`src/rtl/init_sequencer_pkg.sv`:
```
// Shared definitions for the init sequencer: FSM state encoding, phase codes,
// reset-vector width and the per-phase acknowledge masks.
package init_sequencer_pkg;

  localparam int RV_W = 6;

  typedef enum logic [2:0] {
    ST_IDLE   = 3'd0,
    ST_ASSERT = 3'd1,
    ST_WAIT   = 3'd2,
    ST_DONE   = 3'd3,
    ST_FAIL   = 3'd4
  } state_e;

  localparam logic [1:0] PH_0 = 2'd0;
  localparam logic [1:0] PH_1 = 2'd1;
  localparam logic [1:0] PH_2 = 2'd2;
  localparam logic [1:0] PH_3 = 2'd3;

  // Sub-blocks that must acknowledge each phase, following the system reset map.
  localparam logic [RV_W-1:0] MASK_PH0 = 6'b000001;
  localparam logic [RV_W-1:0] MASK_PH1 = 6'b001110;
  localparam logic [RV_W-1:0] MASK_PH2 = 6'b000110;
  localparam logic [RV_W-1:0] MASK_PH3 = 6'b111000;

  function automatic logic [RV_W-1:0] phase_mask(input logic [1:0] ph);
    logic [RV_W-1:0] m;
    case (ph)
      PH_0:    m = MASK_PH0;
      PH_1:    m = MASK_PH1;
      PH_2:    m = MASK_PH2;
      default: m = MASK_PH3;
    endcase
    return m;
  endfunction

endpackage

```
`src/rtl/init_sequencer_if.sv`:
```
// Control/status bundle between the start logic, the sub-block acknowledges
// and the reset mux. The slave side is the sequencer itself.
//
// Handshake: start is a single-cycle request sampled on a rising clk edge; it
// is honoured only while the sequencer is idle, done or failed. done is a
// level per sub-block, sampled only while the sequencer waits on a phase.
// All outputs are registered.
interface init_sequencer_if;
  import init_sequencer_pkg::*;

  logic            start;
  logic [RV_W-1:0] done;
  logic [1:0]      init_sel;
  logic            init_active;
  logic            init_done;
  logic            init_err;
  logic [1:0]      err_phase;
  state_e          dbg_state;

  modport slave (
    input  start, done,
    output init_sel, init_active, init_done, init_err, err_phase, dbg_state
  );

  modport master (
    output start, done,
    input  init_sel, init_active, init_done, init_err, err_phase, dbg_state
  );

endinterface

```
`src/rtl/init_sequencer_phase_timer.sv`:
```
// Loadable up-counter with a terminal-count flag. clr reloads zero and has
// priority over counting; tc is high on the TERM-th enabled cycle.
module init_sequencer_phase_timer #(
  parameter int TERM = 4
) (
  input  logic clk,
  input  logic rst_n,
  input  logic clr,
  input  logic en,
  output logic tc
);

  localparam int W = $clog2(TERM + 1);
  localparam logic [W-1:0] TC_VAL = W'(TERM - 1);

  logic [W-1:0] cnt_q;
  logic [W-1:0] cnt_d;

  // Next count: reload on clear, otherwise advance while enabled.
  always_comb begin
    cnt_d = cnt_q;
    if (clr) begin
      cnt_d = '0;
    end else if (en) begin
      cnt_d = cnt_q + W'(1);
    end
  end

  // Counter register with synchronous active-low reset.
  always_ff @(posedge clk) begin
    if (!rst_n) begin
      cnt_q <= '0;
    end else begin
      cnt_q <= cnt_d;
    end
  end

  assign tc = en && (cnt_q == TC_VAL);

endmodule

```
`src/rtl/init_sequencer.sv`:
```
// Power-up / re-init sequencer. Walks phases 0..3: each phase drives its code
// on init_sel with init_active high for HOLD_CYCLES cycles, then waits up to
// TIMEOUT cycles for the phase's sub-blocks to acknowledge on done.
module init_sequencer
  import init_sequencer_pkg::*;
#(
  parameter int HOLD_CYCLES = 4,
  parameter int TIMEOUT     = 16
) (
  input  logic            clk,
  input  logic            rst_n,
  init_sequencer_if.slave bus
);

  state_e     state_q, state_d;
  logic [1:0] phase_q, phase_d;

  logic       hold_tc;
  logic       wait_tc;
  logic       state_change;
  logic       phase_ok;

  logic [1:0] init_sel_q, init_sel_d;
  logic       init_active_q, init_active_d;
  logic       init_done_q, init_done_d;
  logic       init_err_q, init_err_d;
  logic [1:0] err_phase_q, err_phase_d;

  // Both timers restart whenever the FSM enters a new state.
  assign state_change = (state_d != state_q);
  assign phase_ok     = ((bus.done & phase_mask(phase_q)) == phase_mask(phase_q));

  init_sequencer_phase_timer #(.TERM(HOLD_CYCLES)) u_hold_timer (
    .clk   (clk),
    .rst_n (rst_n),
    .clr   (state_change),
    .en    (state_q == ST_ASSERT),
    .tc    (hold_tc)
  );

  init_sequencer_phase_timer #(.TERM(TIMEOUT)) u_wait_timer (
    .clk   (clk),
    .rst_n (rst_n),
    .clr   (state_change),
    .en    (state_q == ST_WAIT),
    .tc    (wait_tc)
  );

  // Next state and phase; an acknowledge in the last WAIT cycle beats the timeout.
  always_comb begin
    state_d = state_q;
    phase_d = phase_q;
    case (state_q)
      ST_IDLE, ST_DONE, ST_FAIL: begin
        if (bus.start) begin
          state_d = ST_ASSERT;
          phase_d = PH_0;
        end
      end
      ST_ASSERT: begin
        if (hold_tc) begin
          state_d = ST_WAIT;
        end
      end
      ST_WAIT: begin
        if (phase_ok) begin
          if (phase_q == PH_3) begin
            state_d = ST_DONE;
          end else begin
            state_d = ST_ASSERT;
            phase_d = phase_q + 2'd1;
          end
        end else if (wait_tc) begin
          state_d = ST_FAIL;
        end
      end
      default: begin
        state_d = ST_IDLE;
        phase_d = PH_0;
      end
    endcase
  end

  // Outputs are decoded from the next state so they register in step with it.
  always_comb begin
    init_sel_d    = 2'd0;
    init_active_d = 1'b0;
    init_done_d   = 1'b0;
    init_err_d    = 1'b0;
    err_phase_d   = 2'd0;
    case (state_d)
      ST_ASSERT: begin
        init_sel_d    = phase_d;
        init_active_d = 1'b1;
      end
      ST_WAIT: begin
        init_sel_d = phase_d;
      end
      ST_DONE: begin
        init_done_d = 1'b1;
      end
      ST_FAIL: begin
        init_err_d  = 1'b1;
        err_phase_d = phase_d;
      end
      default: begin
        init_sel_d = 2'd0;
      end
    endcase
  end

  // State, phase and output registers; reset wins over everything.
  always_ff @(posedge clk) begin
    if (!rst_n) begin
      state_q       <= ST_IDLE;
      phase_q       <= PH_0;
      init_sel_q    <= 2'd0;
      init_active_q <= 1'b0;
      init_done_q   <= 1'b0;
      init_err_q    <= 1'b0;
      err_phase_q   <= 2'd0;
    end else begin
      state_q       <= state_d;
      phase_q       <= phase_d;
      init_sel_q    <= init_sel_d;
      init_active_q <= init_active_d;
      init_done_q   <= init_done_d;
      init_err_q    <= init_err_d;
      err_phase_q   <= err_phase_d;
    end
  end

  assign bus.init_sel    = init_sel_q;
  assign bus.init_active = init_active_q;
  assign bus.init_done   = init_done_q;
  assign bus.init_err    = init_err_q;
  assign bus.err_phase   = err_phase_q;
  assign bus.dbg_state   = state_q;

endmodule

```
`src/flat_wrapper.sv`:
```
// flat-port wrapper written by rule: the top's interface ports become plain ports
module init_sequencer_flat import init_sequencer_pkg::*;
#(
  parameter int HOLD_CYCLES = 4,
  parameter int TIMEOUT     = 16
)
  (clk, rst_n, bus_start, bus_done, bus_init_sel, bus_init_active, bus_init_done, bus_init_err, bus_err_phase, bus_dbg_state);
  init_sequencer_if bus_i ();
  input  logic clk;
  input  logic rst_n;
  input wire logic [$bits(bus_i.start)-1:0] bus_start;
  input wire logic [$bits(bus_i.done)-1:0] bus_done;
  output wire logic [$bits(bus_i.init_sel)-1:0] bus_init_sel;
  output wire logic [$bits(bus_i.init_active)-1:0] bus_init_active;
  output wire logic [$bits(bus_i.init_done)-1:0] bus_init_done;
  output wire logic [$bits(bus_i.init_err)-1:0] bus_init_err;
  output wire logic [$bits(bus_i.err_phase)-1:0] bus_err_phase;
  output wire logic [$bits(bus_i.dbg_state)-1:0] bus_dbg_state;
  assign bus_i.start = bus_start;
  assign bus_i.done = bus_done;
  assign bus_init_sel = bus_i.init_sel;
  assign bus_init_active = bus_i.init_active;
  assign bus_init_done = bus_i.init_done;
  assign bus_init_err = bus_i.init_err;
  assign bus_err_phase = bus_i.err_phase;
  assign bus_dbg_state = bus_i.dbg_state;
  init_sequencer #(.HOLD_CYCLES(HOLD_CYCLES), .TIMEOUT(TIMEOUT)) u_core (.clk(clk), .rst_n(rst_n), .bus(bus_i));
endmodule
```
`config.mk`:
```
export PLATFORM = sky130hd
export DESIGN_NAME = init_sequencer_flat
export DESIGN_NICKNAME = d
export VERILOG_FILES = /design/src/rtl/init_sequencer_pkg.sv /design/src/rtl/init_sequencer_if.sv /design/src/rtl/init_sequencer_phase_timer.sv /design/src/rtl/init_sequencer.sv /design/src/flat_wrapper.sv
export SDC_FILE = /design/constraint.sdc
export NUM_CORES = 1
export LEC_CHECK = 0
export BUFFER_PORTS_ARGS = -buffer_cell sky130_fd_sc_hd__buf_2
export CAP_MARGIN = 20
export CORE_MARGIN = 10
export CORE_UTILIZATION = 35
export CTS_CLUSTER_DIAMETER = 100
export DETAILED_ROUTE_END_ITERATION = 8
export SYNTH_ARGS = -nofsm -noshare
export SYNTH_HDL_FRONTEND = slang
export SYNTH_HIERARCHICAL = 1
export SYNTH_SLANG_ARGS = --single-unit
```
`constraint.sdc`:
```
create_clock -name clk -period 3.06 [get_ports clk]
set_clock_uncertainty 0.1 [all_clocks]
set_input_delay 0.765 -clock clk [delete_from_list [all_inputs] [get_ports clk]]
set_output_delay 0.765 -clock clk [all_outputs]
set_load 0.05 [all_outputs]
```
After elaboration in Yosys (flattened, before gate mapping):

Index checks and enable logic that the tools add are counted.

* register bits after elaboration: 20
* output and inout port bits: 10
* word-level logic and storage cells: 52
* bits of input ports: 9

* bitwise operators: 2
* reduce and logical (&&, ||, !) cells: 9
* add/subtract/negate cells: 3
* mux-type cells: 14
* equality and inequality tests: 15

Operators with widths (count)
* 6-bit case mux with 3 select lines: 1
* 3-bit by 2-bit equality test with 1-bit output (second input constant): 5
* 3-bit 2-to-1 mux: 4
* 3-bit case mux with 3 select lines: 1
* 2-bit 2-to-1 mux: 4
* 6-bit AND: 1
* 3-bit by 1-bit equality test with 1-bit output (second input constant): 2
* 3-bit equality test (second input constant): 2
* 6-bit equality test: 1
* 2-bit case mux with 3 select lines: 1
* 5-bit by 1-bit adder with 5-bit output (second input constant): 1
* 5-bit by 4-bit equality test with 1-bit output (second input constant): 1
* 2-bit equality test (second input constant): 2
* 2-bit AND reduction: 2
* 2-bit OR reduction: 2
* 3-bit by 1-bit adder with 3-bit output (second input constant): 1
* 3-bit zero test: 1
* 1-bit 2-to-1 mux: 3
* 3-bit != test: 1
* 3-bit OR reduction: 1
* 2-bit by 1-bit adder with 2-bit output (second input constant): 1
* 2-bit by 1-bit equality test with 1-bit output (second input constant): 1
* 1-bit logical AND: 2
* 2-bit zero test: 1
* 1-bit NOT: 1

Logic depth before layout (Yosys ltp):

Gate-level depths: netlist (run 1).

* depth after elaboration: 9
* depth in mapped cells: 11
* mapped depth without buffers: 11

By module:

Netlist (run 1), hierarchy kept.

By module, submodules not included
* init_sequencer: times used 1, cells each 75, seq. area each 240.2 sq um, area an instance 685.7 sq um
* init_sequencer_phase_timer at u_core.u_wait_timer: times used 1, cells each 25, seq. area each 100.1 sq um, area an instance 245.2 sq um
* init_sequencer_phase_timer at u_core.u_hold_timer: times used 1, cells each 14, seq. area each 60.1 sq um, area an instance 140.1 sq um

Worst setup path before layout (run 1):

Ideal clock, no wire load.

* kind: reg-to-reg
* start point: register u_core.state_q[0] (netlist: u_core/bus.dbg_state[0])
* end point: register u_core.u_wait_timer.cnt_q[3]
* clock period less this slack: 2.784 ns
* stages on the path, launching flop included: 12
* setup slack: 0.276 ns
* buffers on the path: 1
* data required time: 2.888 ns
* data arrival time: 2.612 ns
* library setup time: 0.072 ns
* path through: dfxtp_1 -> buf_2 -> nand2b_1 -> nor2_1 -> and2_2 -> nor2b_1 -> a21oi_1 -> o22ai_2 -> o311a_1 -> o22ai_1 -> or3b_1 -> mux2i_1

* elaborated cells between the ends (all ways): 15
* those cells by class: eq/ne (5); mux (5); reduce/logical (5)

RTL lines
* start, declared: line init_sequencer.sv:15 `state_e state_q, state_d;`
* start signal, assigned: line init_sequencer.sv:123 `state_q <= state_d;`
* 3-bit by 1-bit equality test with 1-bit output: line init_sequencer.sv:37 `.en (state_q == ST_ASSERT),`
* 1-bit logical AND: line init_sequencer_phase_timer.sv:38 `assign tc = en && (cnt_q == TC_VAL);`
* named net u_core.hold_tc: line init_sequencer.sv:18 `logic hold_tc;`
* 3-bit 2-to-1 mux: line init_sequencer.sv:61 `if (hold_tc) begin`
* 3-bit case mux with 3 select lines: line init_sequencer.sv:53 `case (state_q)`
* 3-bit != test: line init_sequencer.sv:30 `assign state_change = (state_d != state_q);`
* named net u_core.state_change: line init_sequencer.sv:20 `logic state_change;`
* 2-bit OR reduction (no line)
* end signal, assigned: line init_sequencer_phase_timer.sv:34 `cnt_q <= cnt_d;`
* end, declared: line init_sequencer_phase_timer.sv:16 `logic [W-1:0] cnt_q;`

The timed path passes the listed nets, and every way through them passes these cells.
A chain may end at the register's enable or synchronous reset.

Worst setup path in the final report (run 1):

Ends and elaborated chain as after synthesis.

==> results of run 1 <==
-- cell usage after synthesis, drive strengths merged --
master,number
a21boi,1
a21bo,1
o41a,1
mux2i,3
nand2b,5
a21oi,5
and3,1
o311a,1
nand3,1
a221oi,1
a211oi,3
nor2,15
or3b,1
nand4,1
xor2,1
nor3b,1
xnor2,2
nor2b,6
dfxtp,20
ha,9
o41ai,1
inv,11
o22ai,2
o21ai,1
and2,3
a2bb2oi,2
a2111oi,1
nand3b,3
nand4b,1
nor3,4
o31a,1
nand2,2
buf,3
-- per-stage QoR --
step / total power [mW] / cells / util [%] / worst slack (ns) / hold slack [ns]
floorplan: 0.3098 / 114 / - / 0.2761 / 0.3563
detailed placement: 0.3248 / 163 / 40.13 / 0.3077 / 0.3734
global placement: 0.3235 / 163 / 40.13 / 0.4206 / 0.3671
CTS: 0.5444 / 167 / 41.89 / 0.2780 / 0.3911
global route: 0.5580 / 167 / 41.89 / 0.05301 / 0.4313
finish: 0.5340 / 167 / 41.89 / 0.2643 / 0.3894
-- layout make-up --
class,count,area [um2],area share [%]
flip-flops and latches,20,400.4,32.10
repair buffers,19,97.59,7.823
inverters,11,41.29,3.310
clock buffers,3,22.52,1.805
well taps,33,41.29,3.310
multi-input cells,80,614.3,49.25
clock inverters,1,30.03,2.407
-- layout by cell type, fill, tap and decap left out, types with 3 or more instances in the layout --
master    count
nor2_1       15
a21oi_1       5
clkbuf_4      3
mux2i_1       3
a211oi_1      3
dfxtp_1      20
ha_1          9
nand2b_1      5
nor2b_1       6
nand3b_1      3
inv_1        10
buf_2        18
-- critical path, delay by kind of cell, from the launching register on --
family	cells	cell delay, ns
compound gates	4	0.66
flops	1	0.56
simple gates	5	1.29
mux	1	0.12
-- layer usage --
metal	wire, um	GRT usage (%)	vias up
li1	-	-	435
met1	1043	10.00	390
met2	913	12.18	14
met3	129	2.604	2
met4	24	2.474	0
met5	0	0	-
-- power by group through the flow --
| stage | Clock, mW | Combinational, mW | Sequential, mW |
|---|---|---|---|
| 2_1_floorplan | 0 | 0.0303 | 0.280 |
| 3_3_place_gp | 0 | 0.0491 | 0.274 |
| 3_5_place_dp | 0 | 0.0501 | 0.275 |
| 4_1_cts | 0.225 | 0.0505 | 0.269 |
| 5_1_grt | 0.233 | 0.0553 | 0.269 |
| 6_report | 0.216 | 0.0497 | 0.269 |
-- logic make-up (layout without fill, tap and decap cells) --
family	Yosys count	after routing	share of synthesized area (%)
flops	20	20	37.38
fa+ha+maj	9	9	10.51
mux	3	3	2.804
simple gates	44	44	24.65
compound gates	21	21	16.94
xor+xnor	3	3	2.454
buf+inv	14	34	5.257
-- sequential cells by signal, indices dropped and copies added (netlist names) --
register and cells:
u_core/phase_q 2, u_core/bus.init_sel 2, u_core/u_hold_timer/cnt_q 3, u_core/bus.err_phase 2
u_core/bus.init_done 1, u_core/bus.init_err 1, u_core/bus.dbg_state 3, u_core/u_wait_timer/cnt_q 5
u_core/bus.init_active 1
-- worst paths after layout --
path	slack, ns	to	from	cells after the start
worst min register to register	0.39	u_core/u_hold_timer/cnt_q[2]	u_core/u_hold_timer/cnt_q[2]	2
worst min-delay path	0.39	u_core/u_hold_timer/cnt_q[2]	u_core/u_hold_timer/cnt_q[2]	2
worst max-delay path	0.26	u_core/u_wait_timer/cnt_q[3]	u_core/bus.dbg_state[0]	10
worst max register to register	0.26	u_core/u_wait_timer/cnt_q[3]	u_core/bus.dbg_state[0]	10
==> key figures, run 1 <==
Finish
  • Fillers: 314
  • Diode count: 0
  • Share of post-route cells with drive strength above 1: 23.13%
  • Total Nets Final: 153
  • Area Overhead vs Synth: 16.47%
  • Final instance area: 1247 um2

Routing
  • First-pass iteration count of the detailed router: 4
  • Initial DRC count: 23
  • Remaining DRCs: 0
  • Antenna Nets Post-Route: 0
  • Post-DR wirelength/cell: 12.63 um
  • Vias/cell: 5.036
  • Final wirelength: 2.110 mm
  • Total number of vias: 841

STA
  • RSZ-0062 raised after global routing: false
  • Worst slew margin: 69.33%
  • Slew @ Worst Pin: 0.4601 ns
  • Max Clk Rate: 0.3577 GHz
  • Fin. Hold Viols: 0
  • Final min period: 2.796 ns
  • Crit share post-route: 91.36%
  • Max-slew violation count: 0
  • Setup TNS Final: 0 ns
  • Final setup fails: 0

Floorplanning
  • Die height: 75.32 um
  • Cell Rows: 20
  • DIE AREA: 5672 um2
  • IO Pins: 19
  • Core ar.: 2978 um2
  • Initial Util: 35.97%
  • Chip width: 75.32 um

GRT
  • First-pass GRT wire length: 3.491 mm
  • Largest net degree at the start of global routing: 13
  • Total track usage: 7.851%
  • Initial antenna violation count: 0
  • Overflow after GRT: 0
  • Vias in the first global route: 781

Yosys
  • Yosys reg bits: 20
  • Top cell type's share of synthesized area: 37.38%
  • Share of the yosys chip area belonging to registers: 37.38%
  • Post-synthesis cell area: 1071 um2
  • Post-Syn Instances: 114
  • Synthesized area per cell: 9.395 um2
  • Yosys warning count: 6
  • Syn Nets: 132
  • Synth area leaders: dfxtp_1 37%, ha_1 11%, nor2_1 5.3%
  • Area leader, netlist: dfxtp_1
  • Netlist cell types: 37

Clock network
  • Postcts setup bufs: 0
  • Clock edge transition at the registers on the reported setup and hold paths: 0.11 ns
  • Clock root buffer: clkbuf_4
  • CTS buffer count: 3
  • CTS max path bufs: 2
  • Hold-fix buffers at CTS: 0
  • Post-CTS sizing: 0
  • Clock latency on the worst-skew pair: 0.30 ns
  • CTS tree: done
  • CTS H-Tree Depth: 1
  • Num Clock Sinks: 20

Critical path
  • CP max stage cell: dfxtp_1
  • Crit path arrival time: 2.94 ns
  • Crit-path max FO: 10
  • CP peak stage delay: 0.56 ns
  • Crit end category: register
  • Worst path cell trace: nand2b_1, nor2_1, and2_2, nor2b_1, a21oi_1, o22ai_2, o311a_1, o22ai_1, or3b_1, mux2i_1
  • Critical setup path kind: register to register
  • Startpoint types: register
  • Required time worst endpoint: 3.20 ns

Power
  • Power Density: 428.1 nW/um2
  • Share of total power in the clock network: 40.4%
  • Sequential share of power: 50.3%
  • Internal Power: 0.4152 mW
  • Gate power share: 9.3%
  • Leak pwr: 0.5336 nW
  • Switch Pwr: 0.1188 mW
  • VDD IR max: 223.8 uV
  • Sw frac: 22.24%

Outcome
  • Run status: finished clean

Worst hold path
  • Worst min path class: register to register

Flow run
  • # Max-Cap Violations: 0

Placed design
  • Placed Area: 1195 um2
  • Placer Congestion: 0.8739
  • IO Port Bufs: 18
  • Hpwl dp: 1.749 mm
Power figures use the tool's default switching activity.
==> run 2: changes to the inputs <==
--- a/config.mk
+++ b/config.mk
@@ -5,12 +5,13 @@
 export SDC_FILE = /design/constraint.sdc
 export NUM_CORES = 1
 export LEC_CHECK = 0
-export BUFFER_PORTS_ARGS = -buffer_cell sky130_fd_sc_hd__buf_2
+export BUFFER_PORTS_ARGS = -buffer_cell sky130_fd_sc_hd__buf_4
 export CAP_MARGIN = 20
 export CORE_MARGIN = 10
 export CORE_UTILIZATION = 35
 export CTS_CLUSTER_DIAMETER = 100
 export DETAILED_ROUTE_END_ITERATION = 8
+export SETUP_SLACK_MARGIN = 0.2
 export SYNTH_ARGS = -nofsm -noshare
 export SYNTH_HDL_FRONTEND = slang
 export SYNTH_HIERARCHICAL = 1
==> key figures, run 2 (synthesis results as in run 1) <==
Finish
  • Most frequent cells in the layout: 19 x buf_4, 19 x dfxtp_1, 14 x nor2_1, 10 x inv_1, 9 x ha_1
  • Fillers: 297 (-5.4%)
  • Area Overhead vs Synth: 21.03%
  • Top reg by flops: u_core/u_wait_timer/cnt_q
  • Total Nets Final: 153 (unchanged)
  • Share of post-route cells with drive strength above 1: 24.63% (+1.5 points)
  • Register Area: 401.6 um2 (+0.31%)
  • Max FFs per register: 5 (unchanged)
  • Diode count: 0 (unchanged)
  • Multi-input gate area: 616.8 um2 (+0.41%)
  • Core Util, Final: 43.53% (+1.6 points)

Worst hold path
  • Hold Path Stages: 2 (unchanged)
  • Worst Min Path Start: u_core/u_wait_timer/cnt_q[4]
  • Worst min path class: register to register
  • Hold EP: u_core/u_wait_timer/cnt_q[4]

STA
  • Final setup fails: 0 (unchanged)
  • Setup TNS Final: 0 ns (unchanged)
  • Min Hold Slack: 0.3859 ns (-0.003590 ns)
  • RSZ-0062 raised after global routing: false
  • Final min period: 2.606 ns (-0.1893 ns)
  • Crit share post-route: 85.18% (-6.2 points)
  • Worst slew margin: 71.11% (+1.8 points)
  • Max Clk Rate: 0.3837 GHz (+7.3%)
  • Max-slew violation count: 0 (unchanged)
  • Fin. Hold Viols: 0 (unchanged)
  • Slew @ Worst Pin: 0.4334 ns (-0.02673 ns)

Placed design
  • Hpwl dp: 1.749 mm (about the same)
  • Placer Congestion: 0.8713 (-0.30%)
  • IO Port Bufs: 18 (unchanged)

Critical path
  • Startpoint types: register
  • Crit path arrival time: 2.75 ns (-0.19 ns)
  • Worst-case reg-to-reg path depth: 10 (unchanged)
  • Worst path cell trace: nand2b_1, nor2_2, and2_2, nor2b_1, a21oi_1, o22ai_2, o311a_1, o22ai_1, or3b_1, mux2i_1
  • Worst R2R End: u_core/u_wait_timer/cnt_q[3]
  • R2R setup slack: 0.45 ns (+0.19 ns)
  • CP peak stage delay: 0.43 ns (-0.13 ns)
  • CP max stage cell: dfxtp_1
  • Crit-path max FO: 8 (-2)
  • Crit end category: register
  • R2R Path Start: u_core/bus.dbg_state[2]
  • Required time worst endpoint: 3.20 ns (about the same)
  • Critical setup path kind: register to register

GRT
  • Largest net degree at the start of global routing: 13 (unchanged)
  • Overflow after GRT: 0 (unchanged)
  • Vias in the first global route: 805 (+3.1%)
  • First-pass GRT wire length: 3.581 mm (+2.6%)
  • Initial antenna violation count: 0 (unchanged)
  • Total track usage: 8.018% (+0.17 points)

Outcome
  • Run status: finished clean

Clock network
  • Hold-fix buffers at CTS: 0 (unchanged)
  • CTS max path bufs: 2 (unchanged)
  • Clock edge transition at the registers on the reported setup and hold paths: 0.12 ns (about the same)
  • CTS buffer count: 3 (unchanged)
  • CTS H-Tree Depth: 1 (unchanged)
  • Clock root buffer: clkbuf_4
  • Clock latency on the worst-skew pair: 0.30 ns (about the same)
  • CTS tree: done
  • Num Clock Sinks: 20 (unchanged)

Flow run
  • # Max-Cap Violations: 0 (unchanged)

Routing
  • Antenna Nets Post-Route: 0 (unchanged)
  • First-pass iteration count of the detailed router: 4 (unchanged)
  • Initial DRC count: 63 (+170%)
  • Post-DR wirelength/cell: 12.95 um (+2.5%)
  • Remaining DRCs: 0 (unchanged)
  • Final wirelength: 2.162 mm (+2.5%)
  • Total number of vias: 858 (+2.0%)
  • Vias/cell: 5.138 (+2.0%)

Power
  • Leak pwr: 0.5403 nW (+1.3%)
  • Total power: 0.5414 mW (+1.4%)
  • Power Density: 417.6 nW/um2 (-2.4%)
  • VDD IR max: 271.8 uV (+21%)

Floorplanning
  • Core ar.: 2978 um2 (unchanged)
  • Initial Util: 35.97% (unchanged)
  • Die height: 75.32 um (unchanged)
  • Cell Rows: 20 (unchanged)
  • IO Pins: 19 (unchanged)
  • DIE AREA: 5672 um2 (unchanged)
  • Chip width: 75.32 um (unchanged)
-- run 2: per-layer routing --
layer / wire [um] / GRT usage [%] / up-vias
met4: 12 / 1.856 / 0
met3: 203 / 3.646 / 2
met5: 0 / 0 / -
li1: - / - / 434
met2: 987 / 12.84 / 34
met1: 958 / 9.567 / 388
-- run 2: worst max path at each step --
stage                                  from                           end  slack (ns)  cells past startpoint
detailed placement  u_core/bus.dbg_state[0]  u_core/u_wait_timer/cnt_q[3]        0.32                     10
global placement    u_core/bus.dbg_state[0]  u_core/u_wait_timer/cnt_q[3]        0.41                     10
CTS                 u_core/bus.dbg_state[0]  u_core/u_wait_timer/cnt_q[3]        0.28                     10
floorplan           u_core/bus.dbg_state[0]  u_core/u_wait_timer/cnt_q[3]        0.28                     11
global route        u_core/bus.dbg_state[2]  u_core/u_wait_timer/cnt_q[3]        0.22                     10
finish              u_core/bus.dbg_state[2]  u_core/u_wait_timer/cnt_q[3]        0.45                     10
-- run 2: area by class of cell --
| type | count | area share (%) |
|---|---|---|
| multi-input cells | 80 | 47.59 |
| clock inverters | 1 | 2.317 |
| repair buffers | 19 | 11.00 |
| clock buffers | 3 | 1.737 |
| inverters | 11 | 3.185 |
| well taps | 33 | 3.185 |
| flip-flops and latches | 20 | 30.98 |
-- run 2: worst max-delay path, delay by kind of cell (launching register included) --
family	cells	cell delay, ns
AOI/OAI and AO/OA	4	0.67
DFF	1	0.43
muxes	1	0.12
and+or+nand+nor	5	1.23
-- run 2: report_power, final --
part | switching (mW) | internal (mW)
Sequential | 0.00480 | 0.264
Combinational | 0.0319 | 0.0229
Clock | 0.0849 | 0.132
Total | 0.122 | 0.420
-- run 2: timing repair --
| item | in CTS | in global routing |
|---|---|---|
| buffers inserted | 0 | 0 |
| endpoints found under the setup margin | 0 | 8 |
| gates resized for setup | 0 | 2 |
-- run 2: through the flow --
step	worst slack, ns	std cells	cell area, um2
floorplan	0.2761	114	1071
global placement	0.4120	163	1240
detailed placement	0.3243	163	1240
CTS	0.2766	167	1292
global route	0.2216	167	1296
finish	0.4535	167	1296
==> run 3: changes to the inputs <==
--- a/config.mk
+++ b/config.mk
@@ -11,6 +11,7 @@
 export CORE_UTILIZATION = 35
 export CTS_CLUSTER_DIAMETER = 100
 export DETAILED_ROUTE_END_ITERATION = 8
+export GPL_TIMING_DRIVEN = 0
 export SETUP_SLACK_MARGIN = 0.2
 export SYNTH_ARGS = -nofsm -noshare
 export SYNTH_HDL_FRONTEND = slang
==> key figures, run 3 (synthesis results as in run 1) <==
Worst hold path
  • Worst Min Path Start: u_core/u_hold_timer/cnt_q[2]
  • Hold EP: u_core/u_hold_timer/cnt_q[2]
  • Hold Path Stages: 2 (unchanged)
  • Worst min path class: register to register

Floorplanning
  • Core ar.: 2978 um2 (unchanged)
  • Chip width: 75.32 um (unchanged)
  • Initial Util: 35.97% (unchanged)
  • Die height: 75.32 um (unchanged)
  • IO Pins: 19 (unchanged)
  • DIE AREA: 5672 um2 (unchanged)
  • Cell Rows: 20 (unchanged)

Finish
  • Final instance area: 1286 um2 (-0.77%)
  • Most frequent cells in the layout: 20 x dfxtp_1, 18 x buf_4, 14 x nor2_1, 10 x inv_1, 9 x ha_1
  • Total Nets Final: 155 (+1.3%)
  • Share of post-route cells with drive strength above 1: 25.00% (+0.37 points)
  • Fillers: 297 (unchanged)
  • Area Overhead vs Synth: 20.09%
  • Top reg by flops: u_core/u_wait_timer/cnt_q
  • Max FFs per register: 5 (unchanged)
  • Diode count: 0 (unchanged)
  • Commonest non-fill, non-tap cell in the layout: dfxtp_1

Critical path
  • R2R setup slack: 0.41 ns (-0.05 ns)
  • Crit path arrival time: 2.79 ns (+0.04 ns)
  • CP Launch Point: u_core/bus.dbg_state[0]
  • Worst R2R End: u_core/u_wait_timer/cnt_q[3]
  • Worst-case reg-to-reg path depth: 11 (+1)
  • Crit end category: register
  • Critical setup path kind: register to register
  • Startpoint types: register
  • R2R Path Start: u_core/bus.dbg_state[0]
  • Required time worst endpoint: 3.20 ns (about the same)
  • Crit-path max FO: 9 (+1)

Clock network
  • Clock edge transition at the registers on the reported setup and hold paths: 0.11 ns (about the same)
  • Num Clock Sinks: 20 (unchanged)
  • Postcts setup bufs: 0 (unchanged)
  • CTS H-Tree Depth: 1 (unchanged)
  • CTS buffer count: 3 (unchanged)
  • Clock root buffer: clkbuf_4
  • Clock latency on the worst-skew pair: 0.29 ns (about the same)
  • Hold-fix buffers at CTS: 0 (unchanged)
  • Post-CTS sizing: 0 (unchanged)
  • CTS max path bufs: 2 (unchanged)
  • CTS tree: done

GRT
  • Total track usage: 8.012% (about the same)
  • Initial antenna violation count: 0 (unchanged)
  • First-pass GRT wire length: 3.546 mm (-0.98%)
  • Overflow after GRT: 0 (unchanged)
  • Largest net degree at the start of global routing: 12 (-1)
  • Vias in the first global route: 788 (-2.1%)

Routing
  • Total number of vias: 848 (-1.2%)
  • Final wirelength: 2.128 mm (-1.6%)
  • Initial DRC count: 67 (+6.3%)
  • Remaining DRCs: 0 (unchanged)
  • First-pass iteration count of the detailed router: 4 (unchanged)
  • Antenna Nets Post-Route: 0 (unchanged)
  • Vias/cell: 5.018 (-2.3%)
  • Post-DR wirelength/cell: 12.59 um (-2.7%)

Power
  • Leak pwr: 0.5436 nW (+0.60%)
  • Total power: 0.4737 mW (-13%)
  • Power Density: 368.3 nW/um2 (-12%)
  • VDD IR max: 250.1 uV (-8.0%)

STA
  • RSZ-0062 raised after global routing: false
  • Final min period: 2.653 ns (+0.04699 ns)
  • Final setup fails: 0 (unchanged)
  • Fin. Hold Viols: 0 (unchanged)
  • Crit share post-route: 86.71% (+1.5 points)
  • Max Clk Rate: 0.3769 GHz (-1.8%)
  • Setup TNS Final: 0 ns (unchanged)
  • Slew @ Worst Pin: 0.4175 ns (-0.01588 ns)
  • Max-slew violation count: 0 (unchanged)
  • Worst slew margin: 71.80% (+0.69 points)

Placed design
  • IO Port Bufs: 18 (unchanged)
  • Hpwl dp: 1.736 mm (-0.76%)
  • Placed Area: 1247 um2 (+0.61%)
  • Placer Congestion: 0.8492 (-2.5%)

Outcome
  • Run status: finished clean

Flow run
  • # Max-Cap Violations: 0 (unchanged)
## run 3: cell count changes in the layout (fill, tap and decap cells not counted), sizes merged
cell	delta
bufinv	-1
clkbuf	+1
buf	+2
## run 3: area by class of cell
class	count	area, um2	share of cell area [%]
buffer	3	15.01	1.167
clock buffer	4	36.28	2.821
inverter	11	41.29	3.210
multi-input combinational	80	616.8	47.96
sequential	20	400.4	31.13
tap	33	41.29	3.210
timing repair buffer	18	135.1	10.51
## run 3: critical path, stage by stage (launching register included)
cell	delay, ns
dfxtp_1	0.34
buf_2	0.21
nand2b_1	0.15
nor2_2	0.23
and2_2	0.20
nor2b_1	0.18
a21oi_1	0.08
o22ai_2	0.28
o311a_1	0.22
o22ai_1	0.11
or3b_1	0.36
mux2i_1	0.12
## run 3: worst max path at each step
stage	end	slack, ns	cells past startpoint
2_1_floorplan	u_core/u_wait_timer/cnt_q[3]	0.28	11
3_3_place_gp	u_core/u_wait_timer/cnt_q[3]	0.45	11
3_5_place_dp	u_core/u_wait_timer/cnt_q[4]	0.34	11
4_1_cts	u_core/u_wait_timer/cnt_q[3]	0.32	11
5_1_grt	u_core/u_wait_timer/cnt_q[3]	0.20	11
6_report	u_core/u_wait_timer/cnt_q[3]	0.41	11
## run 3: where the power goes
group          switching, mW  total [mW]  internal (mW)
logic                 0.0345      0.0583         0.0238
registers            0.00186       0.266          0.264
clock network         0.0769       0.149         0.0725
## run 3: per-layer routing
metal | track usage (%) | part of all wire, %
met5 | 0 | 0
met4 | 2.474 | 0.94
met3 | 3.906 | 7.7
met2 | 12.56 | 45
met1 | 9.394 | 46
## run 3: per-stage QoR
step	std cells	hold WS [ns]	setup WS [ns]	util (%)
after global placement	165	0.3655	0.4483	41.89
after CTS	169	0.3897	0.3205	43.11
final	169	0.3877	0.4066	43.19
after global routing	169	0.4041	0.2039	43.19
after detailed placement	165	0.3734	0.3415	41.89
after floorplan	114	0.3563	0.2761	-
